## config.mk

```make
export PLATFORM = sky130hd
export DESIGN_NAME = ssi_encoder_slave
export DESIGN_NICKNAME = d
export VERILOG_FILES = /design/src/rtl/panda_ssi_pkg.sv /design/src/rtl/ssi_sck_sync.sv /design/src/rtl/ssi_encoder_slave.sv
export SDC_FILE = /design/constraint.sdc
export NUM_CORES = 1
export LEC_CHECK = 0
export CAP_MARGIN = 20
export CORE_MARGIN = 4
export CORE_UTILIZATION = 28
export CTS_BUF_LIST = sky130_fd_sc_hd__clkbuf_4 sky130_fd_sc_hd__clkbuf_8 sky130_fd_sc_hd__clkbuf_16
export CTS_CLUSTER_SIZE = 30
export DETAILED_ROUTE_END_ITERATION = 10
export GPL_TIMING_DRIVEN = 0
export HOLD_SLACK_MARGIN = 0.15
export RECOVER_POWER = 25
export SLEW_MARGIN = 20
export SYNTH_ARGS = -nofsm -noshare
export SYNTH_HDL_FRONTEND = slang
export SYNTH_SLANG_ARGS = --single-unit
```

## constraint.sdc

```tcl
create_clock -name clk_i -period 3.3 [get_ports clk_i]
set_input_delay 0.825 -clock clk_i [delete_from_list [all_inputs] [get_ports clk_i]]
set_output_delay 0.825 -clock clk_i [all_outputs]
set_load 0.05 [all_outputs]
```

## src/rtl/panda_ssi_pkg.sv

```systemverilog
// Shared SSI definitions: FSM states, width limits and Gray-code helpers.
// Used by the encoder slave (Gray encode) and the SSI master (Gray decode).
package panda_ssi_pkg;

  localparam int SSI_MAX_BITS            = 32;
  localparam int SSI_MONO_CYCLES_DEFAULT = 2500;  // 20 us at 125 MHz

  typedef enum logic [1:0] {
    IDLE,
    LATCHED,
    SHIFT,
    MONO
  } ssi_state_e;

  // Binary to reflected Gray code.
  function automatic logic [SSI_MAX_BITS-1:0] ssi_bin2gray(input logic [SSI_MAX_BITS-1:0] b);
    return b ^ (b >> 1);
  endfunction

  // Reflected Gray code back to binary (prefix XOR from the MSB down).
  function automatic logic [SSI_MAX_BITS-1:0] ssi_gray2bin(input logic [SSI_MAX_BITS-1:0] g);
    logic [SSI_MAX_BITS-1:0] b;
    b[SSI_MAX_BITS-1] = g[SSI_MAX_BITS-1];
    for (int i = SSI_MAX_BITS - 2; i >= 0; i--) begin
      b[i] = b[i+1] ^ g[i];
    end
    return b;
  endfunction

endpackage

```

## src/rtl/ssi_sck_sync.sv

```systemverilog
// Brings the asynchronous SSI clock pad into the clk_i domain and produces
// single-cycle rise/fall pulses. All stages idle high like a parked SCK.
module ssi_sck_sync (
  input  logic clk_i,
  input  logic resetn_i,
  input  logic sck_i,
  output logic sck_o,
  output logic rise_o,
  output logic fall_o
);

  logic sync1_reg;
  logic sync2_reg;
  logic prev_reg;

  // Two-stage synchronizer followed by the edge-detect history register.
  always_ff @(posedge clk_i or negedge resetn_i) begin
    if (!resetn_i) begin
      sync1_reg <= 1'b1;
      sync2_reg <= 1'b1;
      prev_reg  <= 1'b1;
    end else begin
      sync1_reg <= sck_i;
      sync2_reg <= sync1_reg;
      prev_reg  <= sync2_reg;
    end
  end

  assign sck_o  = sync2_reg;
  assign rise_o = sync2_reg & ~prev_reg;
  assign fall_o = ~sync2_reg & prev_reg;

endmodule

```

## src/rtl/ssi_encoder_slave.sv

```systemverilog
// Absolute SSI encoder emulation: latches the position on the master's first
// falling SCK edge, shifts it out MSB first on rising edges, then holds data
// low until SCK has stayed high for MONO_CYCLES clocks (monoflop).
module ssi_encoder_slave
  import panda_ssi_pkg::*;
#(
  parameter int MONO_CYCLES = SSI_MONO_CYCLES_DEFAULT,
  parameter int MAX_BITS    = SSI_MAX_BITS
) (
  input  logic                clk_i,
  input  logic                resetn_i,
  input  logic                enable_i,
  input  logic [5:0]          bits_i,
  input  logic                gray_i,
  input  logic [MAX_BITS-1:0] posn_i,
  input  logic                ssi_sck_i,
  output logic                ssi_dat_o,
  output logic                busy_o,
  output logic                frame_done_o
);

  localparam int               CNT_W    = $clog2(MONO_CYCLES + 1);
  localparam logic [CNT_W-1:0] TMO_LAST = CNT_W'(MONO_CYCLES - 1);
  localparam logic [5:0]       BITS_MAX = 6'(MAX_BITS);

  logic sck_level, sck_rise, sck_fall;

  ssi_sck_sync u_sck_sync (
    .clk_i    (clk_i),
    .resetn_i (resetn_i),
    .sck_i    (ssi_sck_i),
    .sck_o    (sck_level),
    .rise_o   (sck_rise),
    .fall_o   (sck_fall)
  );

  ssi_state_e          state_reg, state_next;
  logic [MAX_BITS-1:0] shreg_reg, shreg_next;
  logic [5:0]          bitcnt_reg, bitcnt_next;
  logic [CNT_W-1:0]    tmo_reg, tmo_next;
  logic                dat_reg, dat_next;
  logic                busy_reg, busy_next;
  logic                done_reg, done_next;

  // Frame word preparation: clamp length, mask, optional Gray, left-justify.
  logic [5:0]          eff_bits;
  logic [MAX_BITS:0]   mask_wide;
  logic [MAX_BITS-1:0] field, coded, latch_word;
  logic                tmo_expire;

  assign eff_bits   = (bits_i == 6'd0 || bits_i > BITS_MAX) ? BITS_MAX : bits_i;
  assign mask_wide  = ((MAX_BITS+1)'(1) << eff_bits) - (MAX_BITS+1)'(1);
  assign field      = posn_i & mask_wide[MAX_BITS-1:0];
  assign coded      = gray_i ? MAX_BITS'(ssi_bin2gray(SSI_MAX_BITS'(field))) : field;
  assign latch_word = coded << (BITS_MAX - eff_bits);
  // A rising edge in the same cycle always takes precedence over expiry.
  assign tmo_expire = sck_level && !sck_rise && (tmo_reg == TMO_LAST);

  // State and datapath registers.
  always_ff @(posedge clk_i or negedge resetn_i) begin
    if (!resetn_i) begin
      state_reg  <= IDLE;
      shreg_reg  <= '0;
      bitcnt_reg <= '0;
      tmo_reg    <= '0;
      dat_reg    <= 1'b1;
      busy_reg   <= 1'b0;
      done_reg   <= 1'b0;
    end else begin
      state_reg  <= state_next;
      shreg_reg  <= shreg_next;
      bitcnt_reg <= bitcnt_next;
      tmo_reg    <= tmo_next;
      dat_reg    <= dat_next;
      busy_reg   <= busy_next;
      done_reg   <= done_next;
    end
  end

  // Next-state, shifter, bit counter and monoflop counter.
  always_comb begin
    state_next  = state_reg;
    shreg_next  = shreg_reg;
    bitcnt_next = bitcnt_reg;
    dat_next    = dat_reg;
    done_next   = 1'b0;

    // Counts consecutive high cycles; any low level or edge restarts it.
    if (!sck_level || sck_rise) tmo_next = '0;
    else if (!tmo_expire)       tmo_next = tmo_reg + CNT_W'(1);
    else                        tmo_next = tmo_reg;

    unique case (state_reg)
      IDLE: begin
        dat_next = 1'b1;
        tmo_next = '0;
        if (sck_fall) begin
          state_next  = LATCHED;
          shreg_next  = latch_word;
          bitcnt_next = eff_bits;
        end
      end
      LATCHED, SHIFT: begin
        if (sck_rise) begin
          dat_next    = shreg_reg[MAX_BITS-1];
          shreg_next  = {shreg_reg[MAX_BITS-2:0], 1'b0};
          bitcnt_next = bitcnt_reg - 6'd1;
          if (bitcnt_reg == 6'd1) begin
            done_next  = 1'b1;
            state_next = MONO;
          end else begin
            state_next = SHIFT;
          end
        end else if (tmo_expire) begin
          // Master gave up mid-frame: return quietly, no completion pulse.
          state_next  = IDLE;
          dat_next    = 1'b1;
          shreg_next  = '0;
          bitcnt_next = '0;
          tmo_next    = '0;
        end
      end
      MONO: begin
        // LSB stays valid for the master's final falling edge; the next
        // rising edge parks the line low until the monoflop expires.
        if (sck_rise) dat_next = 1'b0;
        if (tmo_expire) begin
          state_next = IDLE;
          dat_next   = 1'b1;
          tmo_next   = '0;
        end
      end
      default: state_next = IDLE;
    endcase

    if (!enable_i) begin
      state_next  = IDLE;
      dat_next    = 1'b1;
      done_next   = 1'b0;
      shreg_next  = '0;
      bitcnt_next = '0;
      tmo_next    = '0;
    end

    busy_next = (state_next != IDLE);
  end

  assign ssi_dat_o    = dat_reg;
  assign busy_o       = busy_reg;
  assign frame_done_o = done_reg;

endmodule

```

== After elaboration in Yosys (flattened, before gate mapping) ==
Cells that the tools add are included.

* Flip-flop bits (word level): 58
* Output and inout port bits: 3

* Add/subtract/negate cells: 4
* $lt $le $gt $ge: 1
* Eq/ne operators: 9
* Shift-type cells: 2
* Multiplexer cells: 34
* Bitwise gates (word level): 6
* Reduce and logical (&&, ||, !) cells: 12

{| class="wikitable"
|+ Operator list
! kind !! count
|-
| $mux 32 || 5
|-
| $pmux 32 s2 || 1
|-
| $mux 12 || 5
|-
| $pmux 12 s3 || 1
|-
| $and 32x32->32 || 1
|-
| $shl 1x6->32 const A || 1
|-
| $shl 32x6->32 || 1
|-
| $sub 32x2->32 const B || 1
|-
| $xor 32x31->32 || 1
|-
| $mux 6 || 5
|-
| $add 12x1->12 const B || 1
|-
| $eq 12x12->1 const B || 1
|-
| $pmux 6 s2 || 1
|-
| $mux 1 || 10
|-
| $mux 2 || 4
|-
| $ne 4x4->1 const B || 2
|-
| $eq 6x1->1 const B || 1
|-
| $gt 6x6->1 const B || 1
|-
| $logic_not 6->1 || 1
|-
| $pmux 2 s3 || 1
|-
| $sub 6x1->6 const B || 1
|-
| $sub 6x6->6 const A || 1
|-
| $eq 2x2->1 const B || 2
|-
| $ne 3x1->1 const B || 1
|-
| 13 further kinds || 18
|}

== Depth between registers and ports, before layout ==
Gate-level depths: netlist (run 1).

* Depth in word-level cells: 12
* Gate-level depth with buffers: 25

== By module ==
From an unflattened synthesis (run 1), not the netlist that was laid out.

* Cells, all modules: 1001
* Area, all modules: 7402.1 µm²

{| class="wikitable"
|+ By module, submodules not included
! module !! instances !! cells each !! area an instance (µm²)
|-
| ssi_encoder_slave || 1 || 996 || 7308.3
|-
| ssi_sck_sync || 1 || 5 || 93.8
|}

== Least setup slack after synthesis (run 1) ==
Ideal clock, no wire load.

* Path kind: input-to-reg
* From: in bits_i[5]
* To: reg shreg_reg[29]
* Setup time: 0.129 ns
* Arrival: 5.906 ns
* Required time: 3.171 ns
* Path slack: -2.734 ns
* Cell stages on the path: 24
* Path through: buf_2 -> nor2b_1 -> clkbuf_1 -> inv_1 -> buf_2 -> clkbuf_1 -> buf_1 -> buf_1 -> ha_1 -> ha_1 -> buf_2 -> clkbuf_1 -> nand3_1 -> ha_1 -> clkbuf_1 -> o21a_1 -> a32o_2 -> and2_4 -> buf_6 -> a31o_1 -> or2_1 -> mux4_2 -> mux2_4 -> a2111o_1

* Cells in the longest elaborated chain, start to end: 12
* Elaborated cells between the ends (all ways): 14

{| class="wikitable"
|+ RTL lines
! what !! RTL line !! RTL
|-
| start: declaration || ssi_encoder_slave.sv:13 || <nowiki>input logic [5:0] bits_i,</nowiki>
|-
| $gt 6x6->1 / $logic_not 6->1 (equally long branches) || ssi_encoder_slave.sv:51 || <nowiki>assign eff_bits = (bits_i == 6'd0 || bits_i > BITS_MAX) ? BITS_MAX : bits_i;</nowiki>
|-
| $logic_or 1x1->1 || ssi_encoder_slave.sv:51 ||
|-
| $mux 6 (*) || ssi_encoder_slave.sv:51 ||
|-
| $shl 1x6->32 || ssi_encoder_slave.sv:52 || <nowiki>assign mask_wide = ((MAX_BITS+1)'(1) << eff_bits) - (MAX_BITS+1)'(1);</nowiki>
|-
| $sub 32x2->32 || ssi_encoder_slave.sv:52 ||
|-
| $and 32x32->32 || ssi_encoder_slave.sv:53 || <nowiki>assign field = posn_i & mask_wide[MAX_BITS-1:0];</nowiki>
|-
| $xor 32x31->32 || panda_ssi_pkg.sv:17 || <nowiki>return b ^ (b >> 1);</nowiki>
|-
| $mux 32 || ssi_encoder_slave.sv:54 || <nowiki>assign coded = gray_i ? MAX_BITS'(ssi_bin2gray(SSI_MAX_BITS'(field))) : field;</nowiki>
|-
| $shl 32x6->32 (*) || ssi_encoder_slave.sv:55 || <nowiki>assign latch_word = coded << (BITS_MAX - eff_bits);</nowiki>
|-
| $mux 32 (*) || ssi_encoder_slave.sv:97 || <nowiki>if (sck_fall) begin</nowiki>
|-
| $pmux 32 s2 (*) || ssi_encoder_slave.sv:93 || <nowiki>unique case (state_reg)</nowiki>
|-
| $mux 32 (*) || ssi_encoder_slave.sv:136 || <nowiki>if (!enable_i) begin</nowiki>
|-
| end signal: assignment || ssi_encoder_slave.sv:71 || <nowiki>shreg_reg <= shreg_next;</nowiki>
|-
| end: declaration || ssi_encoder_slave.sv:38 || <nowiki>logic [MAX_BITS-1:0] shreg_reg, shreg_next;</nowiki>
|}

Every way passes the cells marked *; elsewhere a longest branch is shown, timed or not. The select of a mux whose other input is x is not followed.
A chain may end at the register's enable or synchronous reset.

== Final worst setup path (run 1) ==
* From: in bits_i[0]
* To: reg shreg_reg[29]

The elaborated chain is that of the path after synthesis.

==> results of run 1 <==
-- power by group --
| part | leakage, nW | total (mW) | switching (mW) | internal (mW) |
|---|---|---|---|---|
| Clock | 0.155 | 1.03 | 0.343 | 0.682 |
| Sequential | 0.776 | 0.788 | 0.0309 | 0.757 |
| Combinational | 3.57 | 2.12 | 1.22 | 0.898 |
| Total | 4.50 | 3.93 | 1.60 | 2.34 |
-- worst min-delay path by stage --
stage / slack (ns) / end
2_1_floorplan: 0.35 / u_sck_sync.sck_o
3_3_place_gp: 0.35 / u_sck_sync.sck_o
3_5_place_dp: 0.35 / u_sck_sync.sck_o
4_1_cts: 0.37 / u_sck_sync.sck_o
5_1_grt: 0.37 / u_sck_sync.sck_o
6_report: 0.37 / u_sck_sync.sck_o
-- what timing repair did --
item | in CTS | in global routing
resized for setup | 195 | 183
gates cloned | 3 | 1
endpoints found under the setup margin | 36 | 35
pin swaps | 49 | 69
setup buffers | 67 | 67
-- cells in the mapped netlist (13+ instances only) --
master,n
nand2_1,95
nor2_1,87
o21ai_0,69
clkbuf_1,60
dfrtp_1,54
a21oi_1,50
nand3_1,50
nor3_1,45
and3_1,24
o211ai_1,21
mux2i_1,19
o22ai_1,19
buf_2,18
inv_1,17
o31ai_1,17
o2111ai_1,15
nand4_1,14
a211oi_1,13
a221o_1,13
-- layer usage --
layer  vias to the layer above  track usage
met5                         -            0
met4                         0       0.0570
met3                       104       0.0476
met2                       732        0.355
met1                      5010        0.326
li1                       4495            -
-- through the flow --
step                utilization  cells  hold slack (ns)  power, mW  cell area [um^2]
global placement          0.331   1464            0.352       2.24              9010
detailed placement        0.331   1465            0.352       2.24              9030
CTS                       0.393   1549            0.368       3.59             10700
global route              0.438   1606            0.372       4.07             11900
floorplan                     -   1047            0.345       1.75              8100
finish                    0.438   1606            0.372       3.93             11900
-- kinds of logic after synthesis --
| group | Yosys count | synth area share |
|---|---|---|
| and+or+nand+nor | 428 | 0.283 |
| AOI/OAI and AO/OA | 386 | 0.370 |
| buffers and inverters | 114 | 0.0638 |
| DFF | 58 | 0.186 |
| muxes | 36 | 0.0632 |
| xor gates and xnor gates | 13 | 0.0146 |
| adders and majority gates | 12 | 0.0192 |
-- critical path, stage by stage --
cell	delay, ns
buf_2	0.13
nor2b_4	0.15
buf_8	0.13
clkbuf_16	0.16
clkbuf_16	0.16
ha_4	0.18
clkbuf_16	0.16
buf_4	0.13
or4_4	0.51
o211ai_4	0.11
o211ai_4	0.14
mux2_4	0.37
mux2i_1	0.19
a211oi_2	0.07
or2_1	0.26
mux4_2	0.53
mux2_4	0.30
a2111o_1	0.37
-- cell type report --
cell class | instances | area (um^2)
Clock buffer | 10 | 239
Fill cell | 2623 | 15300
Tap cell | 372 | 465
Timing Repair Buffer | 180 | 1590
Buffer | 85 | 668
Multi-Input combinational cell | 875 | 7340
Clock inverter | 6 | 88.8
Inverter | 20 | 81.3
Sequential cell | 58 | 1460
==> results.sh, run 1 <==
export IMPL_ioPinCount=46
export IMPL_maxSlewViolCount=0
export IMPL_end_kind="flip-flop"
export IMPL_cp_start_kind="input pin"
export IMPL_hold_viol=0
export IMPL_worstPathArrival_ns=4.90
export IMPL_layout_commonest_cell="buf_4"
export IMPL_worstReg2RegEnd="shreg_reg[30]"
export IMPL_wl_met2_um=17200
export IMPL_cts_max_path_buffers=2
export IMPL_timing_final_crit_share=1.42
export IMPL_rsz0062_at_grt="yes"
export IMPL_ys_flop_type="dfrtp_1"
export IMPL_ys_types=102
export IMPL_critPathKind="in2reg"
export IMPL_p_leak_nw=4.50
export IMPL_layout_common_cells="105 x buf_4, 86 x nand2_1, 74 x nor2_1, 54 x dfrtp_1, 49 x o21ai_0"
export IMPL_rows=60
export IMPL_yosysTopAreaCellShare=0.173
export IMPL_synth_cells=1047
export IMPL_top_layer="met4"
export IMPL_grt_usage=0.230
export IMPL_crit_start="bits_i[0]"
export IMPL_die_width_um=175
export IMPL_synth_edff_count=0
export IMPL_peakVddDrop_v=0.000229
export IMPL_synth_seq_cells=58
export IMPL_wl_met1_um=15600
export IMPL_drt_iter0_markers=1462
export IMPL_min_from="u_sck_sync.sync1_reg"
export IMPL_worstSetupEndpoint="shreg_reg[29]"
export IMPL_synth_largest_area_cell="dfrtp_1"
export IMPL_final_setup_viol_count=31
export IMPL_die_area_mm2=0.0307
export IMPL_drive_gt1_frac=0.360
export IMPL_grt_antenna_before_repair=0
export IMPL_wire_per_inst_um=23.9
export IMPL_max_clock_freq_mhz=213
export IMPL_synth_area_mm2=0.00782
export IMPL_viasPerCell=6.44
export IMPL_clk_latency_ns=0.33
export IMPL_worst_slew_pin_slew_ns=1.10
export IMPL_insertedDiodeCount=0
export IMPL_slew_limit_headroom=0.266
export IMPL_layout_nets=1284
export IMPL_die_y_um=175
export IMPL_wl_met3_um=4510
export IMPL_violations="negative setup slack"
export IMPL_maxCapViolCount=0
export IMPL_drc=0
export IMPL_grt_pass1_wl_um=56300
export IMPL_port_buffers=45
export IMPL_worstRegToRegCells=9
export IMPL_hold_class="reg2reg"
export IMPL_initial_core_util=0.287
export IMPL_skew_ns=0.00628
export IMPL_synthesis_nets=1102
export IMPL_async_reset_ff_frac=1.00
export IMPL_area_growth_pct=52.5
export IMPL_grt_pass1_vias=9525
export IMPL_largest_reg_flops=32
export IMPL_numCtsBuffers=9
export IMPL_via_count=10341
export IMPL_min_path_cells=0
export IMPL_wl_um=38400
export IMPL_seq_area_frac_synth=0.186
export IMPL_gr_total_overflow=0
export IMPL_hold_buffers=0
export IMPL_cts_tree="done"
export IMPL_drt_pass1_iter_count=6
export IMPL_r2r_start="state_reg[0]"
export IMPL_cts_sinks=58
export IMPL_hpwl_um=27100
export IMPL_cp_required_ns=3.51
export IMPL_gp_congestion=1.00
export IMPL_avgSynthCellArea_um2=7.47
export IMPL_path_clk_slew_ns=0.05
export IMPL_r2r_slack_ns=0.15
export IMPL_power_density_mw_per_mm2=330
export IMPL_fin_setup_tns_ns=-33.27
export IMPL_status="complete, but fails checks"
export IMPL_grt_max_degree=41
export IMPL_detail_route_antenna_nets=0
export IMPL_coreArea_mm2=0.0273
export IMPL_path_max_fanout=6
export IMPL_period_needed_ns=4.69
export IMPL_dp_slack_ns=-3.37
export IMPL_fin_ws_ns=-1.39
export IMPL_cts_htree_levels=3
export IMPL_ys_warn_count=0
export IMPL_yosys_top_cells_area="dfrtp_1 17%, nand2_1 4.6%, o21ai_0 4.4%"
export IMPL_cts_root_buf="clkbuf_16"
(Power assumes the default switching activity.)
==> run 2: changes to the inputs <==
CORE_MARGIN = unset   (was 4)
==> run 2 against run 1 <==
The flow still finishes with violations (negative setup slack). Critical path depth is the same. Count of clock-buffer cells in the layout is 2 higher. Non-clock buffer count up 15. Critical path type unchanged. Critical endpoint unchanged. Highest routed layer unchanged.
==> results.sh, run 2 (same netlist as run 1, synthesis figures left out) <==
export IMPL_port_buffers=45
export IMPL_final_area_mm2=0.0123
export IMPL_slew_limit_headroom=0.130
export IMPL_path_clk_slew_ns=0.06
export IMPL_layout_common_cells="111 x buf_4, 84 x nand2_1, 76 x nor2_1, 54 x dfrtp_1"
export IMPL_cp_start_kind="input pin"
export IMPL_maxCapViolCount=0
export IMPL_insertedDiodeCount=0
export IMPL_p_total_mw=4.03
export IMPL_numCtsBuffers=9
export IMPL_grt_pass1_vias=9603
export IMPL_post_dp_cell_area_mm2=0.00903
export IMPL_peakVddDrop_v=0.000214
export IMPL_timing_final_crit_share=1.42
export IMPL_final_setup_viol_count=32
export IMPL_cts_root_buf="clkbuf_16"
export IMPL_wire_per_inst_um=23.1
export IMPL_r2r_slack_ns=-0.15
export IMPL_path_max_fanout=10
export IMPL_largest_reg_flops=32
export IMPL_layout_nets=1299
export IMPL_layout_commonest_cell="buf_4"
export IMPL_cts_tree="done"
export IMPL_drive_gt1_frac=0.379
export IMPL_coreArea_mm2=0.0272
export IMPL_drt_pass1_iter_count=6
export IMPL_skew_ns=0.0103
export IMPL_gp_congestion=1.00
export IMPL_grt_antenna_before_repair=0
export IMPL_die_area_mm2=0.0286
export IMPL_cts_sinks=58
export IMPL_hold_class="reg2reg"
export IMPL_die_width_um=169
export IMPL_drt_iter0_markers=1595
export IMPL_final_util=0.451
export IMPL_power_density_mw_per_mm2=329
export IMPL_grt_pass1_wl_um=55700
export IMPL_status="complete, but fails checks"
export IMPL_viasPerCell=6.46
export IMPL_cts_htree_levels=3
export IMPL_detail_route_antenna_nets=0
export IMPL_clk_latency_ns=0.34
export IMPL_critPathKind="in2reg"
export IMPL_max_clock_freq_mhz=213
export IMPL_worstPathArrival_ns=4.90
export IMPL_ioPinCount=46
export IMPL_p_leak_nw=4.65
export IMPL_grt_max_degree=37
export IMPL_initial_core_util=0.288
export IMPL_end_kind="flip-flop"
export IMPL_cts_max_path_buffers=2
export IMPL_drc=0
export IMPL_dp_slack_ns=-3.31
export IMPL_cp_required_ns=3.51
export IMPL_die_y_um=169
export IMPL_wl_um=37500
export IMPL_period_needed_ns=4.69
export IMPL_rows=60
export IMPL_maxSlewViolCount=0
export IMPL_worst_slew_pin_slew_ns=1.31
export IMPL_grt_usage=0.248
export IMPL_rsz0062_at_grt="yes"
export IMPL_hpwl_um=26000
export IMPL_fin_ws_ns=-1.39
export IMPL_violations="negative setup slack"
export IMPL_via_count=10476
export IMPL_gr_total_overflow=0
export IMPL_area_growth_pct=56.7
export IMPL_hold_viol=0
[run 2: area by class of cell]
cell class	count	area, um^2
inverters	20	81.3
repair buffers	197	1810
fillers	2585	14900
clock inverters	4	75.1
multi-input cells	875	7410
flip-flops and latches	58	1460
plain buffers	83	696
clock buffers	12	260
well taps	372	465
[run 2: path summary, 6_finish.rpt]
check	from	cells after the start	endpoint
setup / recovery	bits_i[0]	18	shreg_reg[29]
hold / removal	u_sck_sync.sync1_reg	0	u_sck_sync.sck_o
setup reg to reg	state_reg[0]	9	shreg_reg[30]
hold reg to reg	u_sck_sync.sync1_reg	0	u_sck_sync.sck_o
max in group asynchronous	resetn_i	2	u_sck_sync.sync1_reg
min in group asynchronous	resetn_i	1	frame_done_o
[run 2: worst max-delay path, stage by stage]
cell and delay, ns:
buf_8 0.10, nor2b_4 0.14, buf_6 0.12, clkbuf_16 0.13, clkbuf_16 0.15, clkbuf_16 0.15, ha_4 0.20, buf_12 0.16
or4_4 0.55, o211ai_4 0.12, o211ai_4 0.12, mux2_4 0.37, mux2i_2 0.22, a211oi_2 0.07, or2_1 0.25, mux4_2 0.53
mux2_4 0.30, a2111o_1 0.37
[run 2: metrics by stage]
step           std cells  TNS (ns)  hold WS, ns
2_1_floorplan       1047    -37.83        0.345
3_5_place_dp        1465    -92.74        0.347
5_1_grt             1621    -34.80        0.360
3_3_place_gp        1464   -120.08        0.355
4_1_cts             1563    -36.38        0.359
6_report            1621    -33.02        0.358
[run 2: routing by layer]
metal	GRT usage	routed length (um)
met1	0.334	14700
met2	0.386	16800
met3	0.0492	4370
met4	0.103	1620
met5	0	0
[run 2: repair_timing]
action                                  in CTS  in global routing
resized for setup                          251                160
endpoints found under the setup margin      34                 36
pin swaps                                   57                 97
gates cloned                                 0                  0
setup buffers                               85                 73
hold buffers                                 0                  0
[run 2: where the power goes]
part / switching [mW] / leakage (nW) / internal, mW
clock: 0.328 / 0.158 / 0.709
combinational: 1.24 / 3.71 / 0.965
sequential: 0.0292 / 0.776 / 0.758
==> run 3: changes to the inputs <==
GPL_TIMING_DRIVEN = unset   (was 0)
==> run 3 against run 2 <==
The run still ends with negative setup slack left. Clock skew increased by 0.0016 ns. Sequential power about the same. Final cell count is 9.3% higher. Via count fell by 1.2%. Global-route usage is 0.43 points lower. Die area is the same. Critical path depth shrank 2. First-iteration DRC count is 39% lower. Sequential share of layout area decreased by 0.59 points. Utilization grew 2.3 points. Non-clock buffer count increased by 150. Power shrank 1.0%. Largest cell class unchanged.
==> results.sh, run 3 (same netlist as run 1, synthesis figures left out) <==
export IMPL_status="complete, but fails checks"
export IMPL_violations="negative setup slack"
export IMPL_numCtsBuffers=9
export IMPL_layout_nets=1449
export IMPL_grt_antenna_before_repair=0
export IMPL_min_to="u_sck_sync.sck_o"
export IMPL_dp_slack_ns=-1.86
export IMPL_stdcell_count=1771
export IMPL_drt_iter0_markers=965
export IMPL_area_growth_pct=64.8
export IMPL_cts_sinks=58
export IMPL_maxSlewViolCount=0
export IMPL_grt_max_degree=61
export IMPL_via_count=10354
export IMPL_use_met3=0.0480
export IMPL_met2_usage=0.404
export IMPL_die_y_um=169
export IMPL_multi_input_area_mm2=0.00697
export IMPL_largest_reg_flops=32
export IMPL_path_clk_slew_ns=0.05
export IMPL_hold_class="reg2reg"
export IMPL_rows=60
export IMPL_end_kind="flip-flop"
export IMPL_use_met1=0.319
export IMPL_r2r_slack_ns=0.42
export IMPL_hpwl_um=27300
export IMPL_cp_required_ns=3.52
export IMPL_crit_start="bits_i[5]"
export IMPL_power_density_mw_per_mm2=309
export IMPL_nFillCells=2675
export IMPL_cts_tree="done"
export IMPL_path_max_fanout=5
export IMPL_fin_ws_ns=-0.836
export IMPL_clk_latency_ns=0.34
export IMPL_die_width_um=169
export IMPL_rsz0062_at_grt="yes"
export IMPL_slew_limit_headroom=0.372
export IMPL_slowest_delay_ns=0.54
export IMPL_worst_path_max_delay_cell="mux4_2"
export IMPL_layout_commonest_cell="buf_4"
export IMPL_worstPathArrival_ns=4.36
export IMPL_worstReg2RegEnd="shreg_reg[29]"
export IMPL_die_area_mm2=0.0286
export IMPL_period_needed_ns=4.14
export IMPL_final_area_mm2=0.0129
export IMPL_busiest_layer="met2"
export IMPL_detail_route_antenna_nets=0
export IMPL_min_from="u_sck_sync.sync1_reg"
export IMPL_post_dp_cell_area_mm2=0.0110
export IMPL_cts_htree_levels=3
export IMPL_min_path_cells=0
export IMPL_cp_start_kind="input pin"
export IMPL_skew_ns=0.0120
export IMPL_crit_chain="buf_8 > nor2b_4 > inv_4 > buf_12 > ha_4 > buf_6 > or4_4 > o211ai_4 > o211ai_4 > mux2_4 > mux2i_4 > a211oi_2 > or2_1 > mux4_2 > mux2_4 > a2111o_1"
export IMPL_port_buffers=45
export IMPL_maxCapViolCount=0
export IMPL_hold_buffers=0
export IMPL_drt_pass1_iter_count=5
export IMPL_initial_core_util=0.288
export IMPL_timing_final_crit_share=1.25
export IMPL_place_inst=1697
export IMPL_coreArea_mm2=0.0272
export IMPL_fin_setup_tns_ns=-18.87
export IMPL_worst_slew_pin_slew_ns=0.942
export IMPL_gr_total_overflow=0
export IMPL_cts_max_path_buffers=2
export IMPL_cts_root_buf="clkbuf_16"
export IMPL_wl_um=35700
export IMPL_max_clock_freq_mhz=242
export IMPL_p_leak_nw=5.33
export IMPL_grt_usage=0.244
export IMPL_grt_pass1_vias=9826
export IMPL_layout_common_cells="329 x buf_4, 91 x nand2_1, 80 x nor2_1, 54 x dfrtp_1, 52 x o21ai_0"
export IMPL_gp_congestion=0.937
export IMPL_hold_viol=0
export IMPL_r2r_start="tmo_reg[5]"
export IMPL_final_setup_viol_count=31
export IMPL_insertedDiodeCount=0
export IMPL_grt_pass1_wl_um=54800
export IMPL_ioPinCount=46
export IMPL_viasPerCell=5.85
export IMPL_peakVddDrop_v=0.000241
export IMPL_critPathKind="in2reg"
export IMPL_drc=0
export IMPL_regArea_mm2=0.00146
export IMPL_wire_per_inst_um=20.1
export IMPL_worstRegToRegCells=10
export IMPL_final_util=0.474
export IMPL_drive_gt1_frac=0.435
## run 3: critical path: cells and delay by family
kind	cells	cell delay, ns
buffers and inverters	4	0.40
AO/OA/AOI/OAI	4	0.68
adder cells (fa/ha/maj)	1	0.16
AND/OR/NAND/NOR	3	0.92
multiplexers	4	1.35
## run 3: layer usage
metal	wire length, um	vias up
met5	0	-
li1	-	4809
met3	2750	69
met2	16800	423
met4	975	0
met1	15200	5053
## run 3: timing repair
item                                    in CTS  in global routing
setup buffers                               43                 20
gates resized for setup                    177                 85
endpoints found under the setup margin      31                 31
pin swaps                                   57                 44
## run 3: worst max path at each step
stage               slack [ns]  depth (start not counted)             to
detailed placement       -1.86                         13  shreg_reg[28]
global placement         -1.91                         13  shreg_reg[28]
floorplan                -1.62                         22  shreg_reg[29]
global route             -0.94                         18  shreg_reg[30]
finish                   -0.84                         16  shreg_reg[29]
CTS                      -0.85                         16  shreg_reg[29]
## run 3: where the power goes
part	internal (mW)	switching [mW]
clock network	0.593	0.351
registers	0.757	0.0286
logic	1.10	1.16
## run 3: area by class of cell
cell class,count,area share
multi-input combinational,875,0.541
timing repair buffer,430,0.280
sequential,58,0.113
tap,372,0.0361
clock buffer,10,0.0181
inverter,20,0.00650
clock inverter,6,0.00524
## run 3: through the flow
stage,hold WS [ns],power (mW)
2_1_floorplan,0.345,1.75
3_3_place_gp,0.349,2.59
3_5_place_dp,0.351,2.60
4_1_cts,0.358,3.81
5_1_grt,0.371,4.18
6_report,0.361,3.99
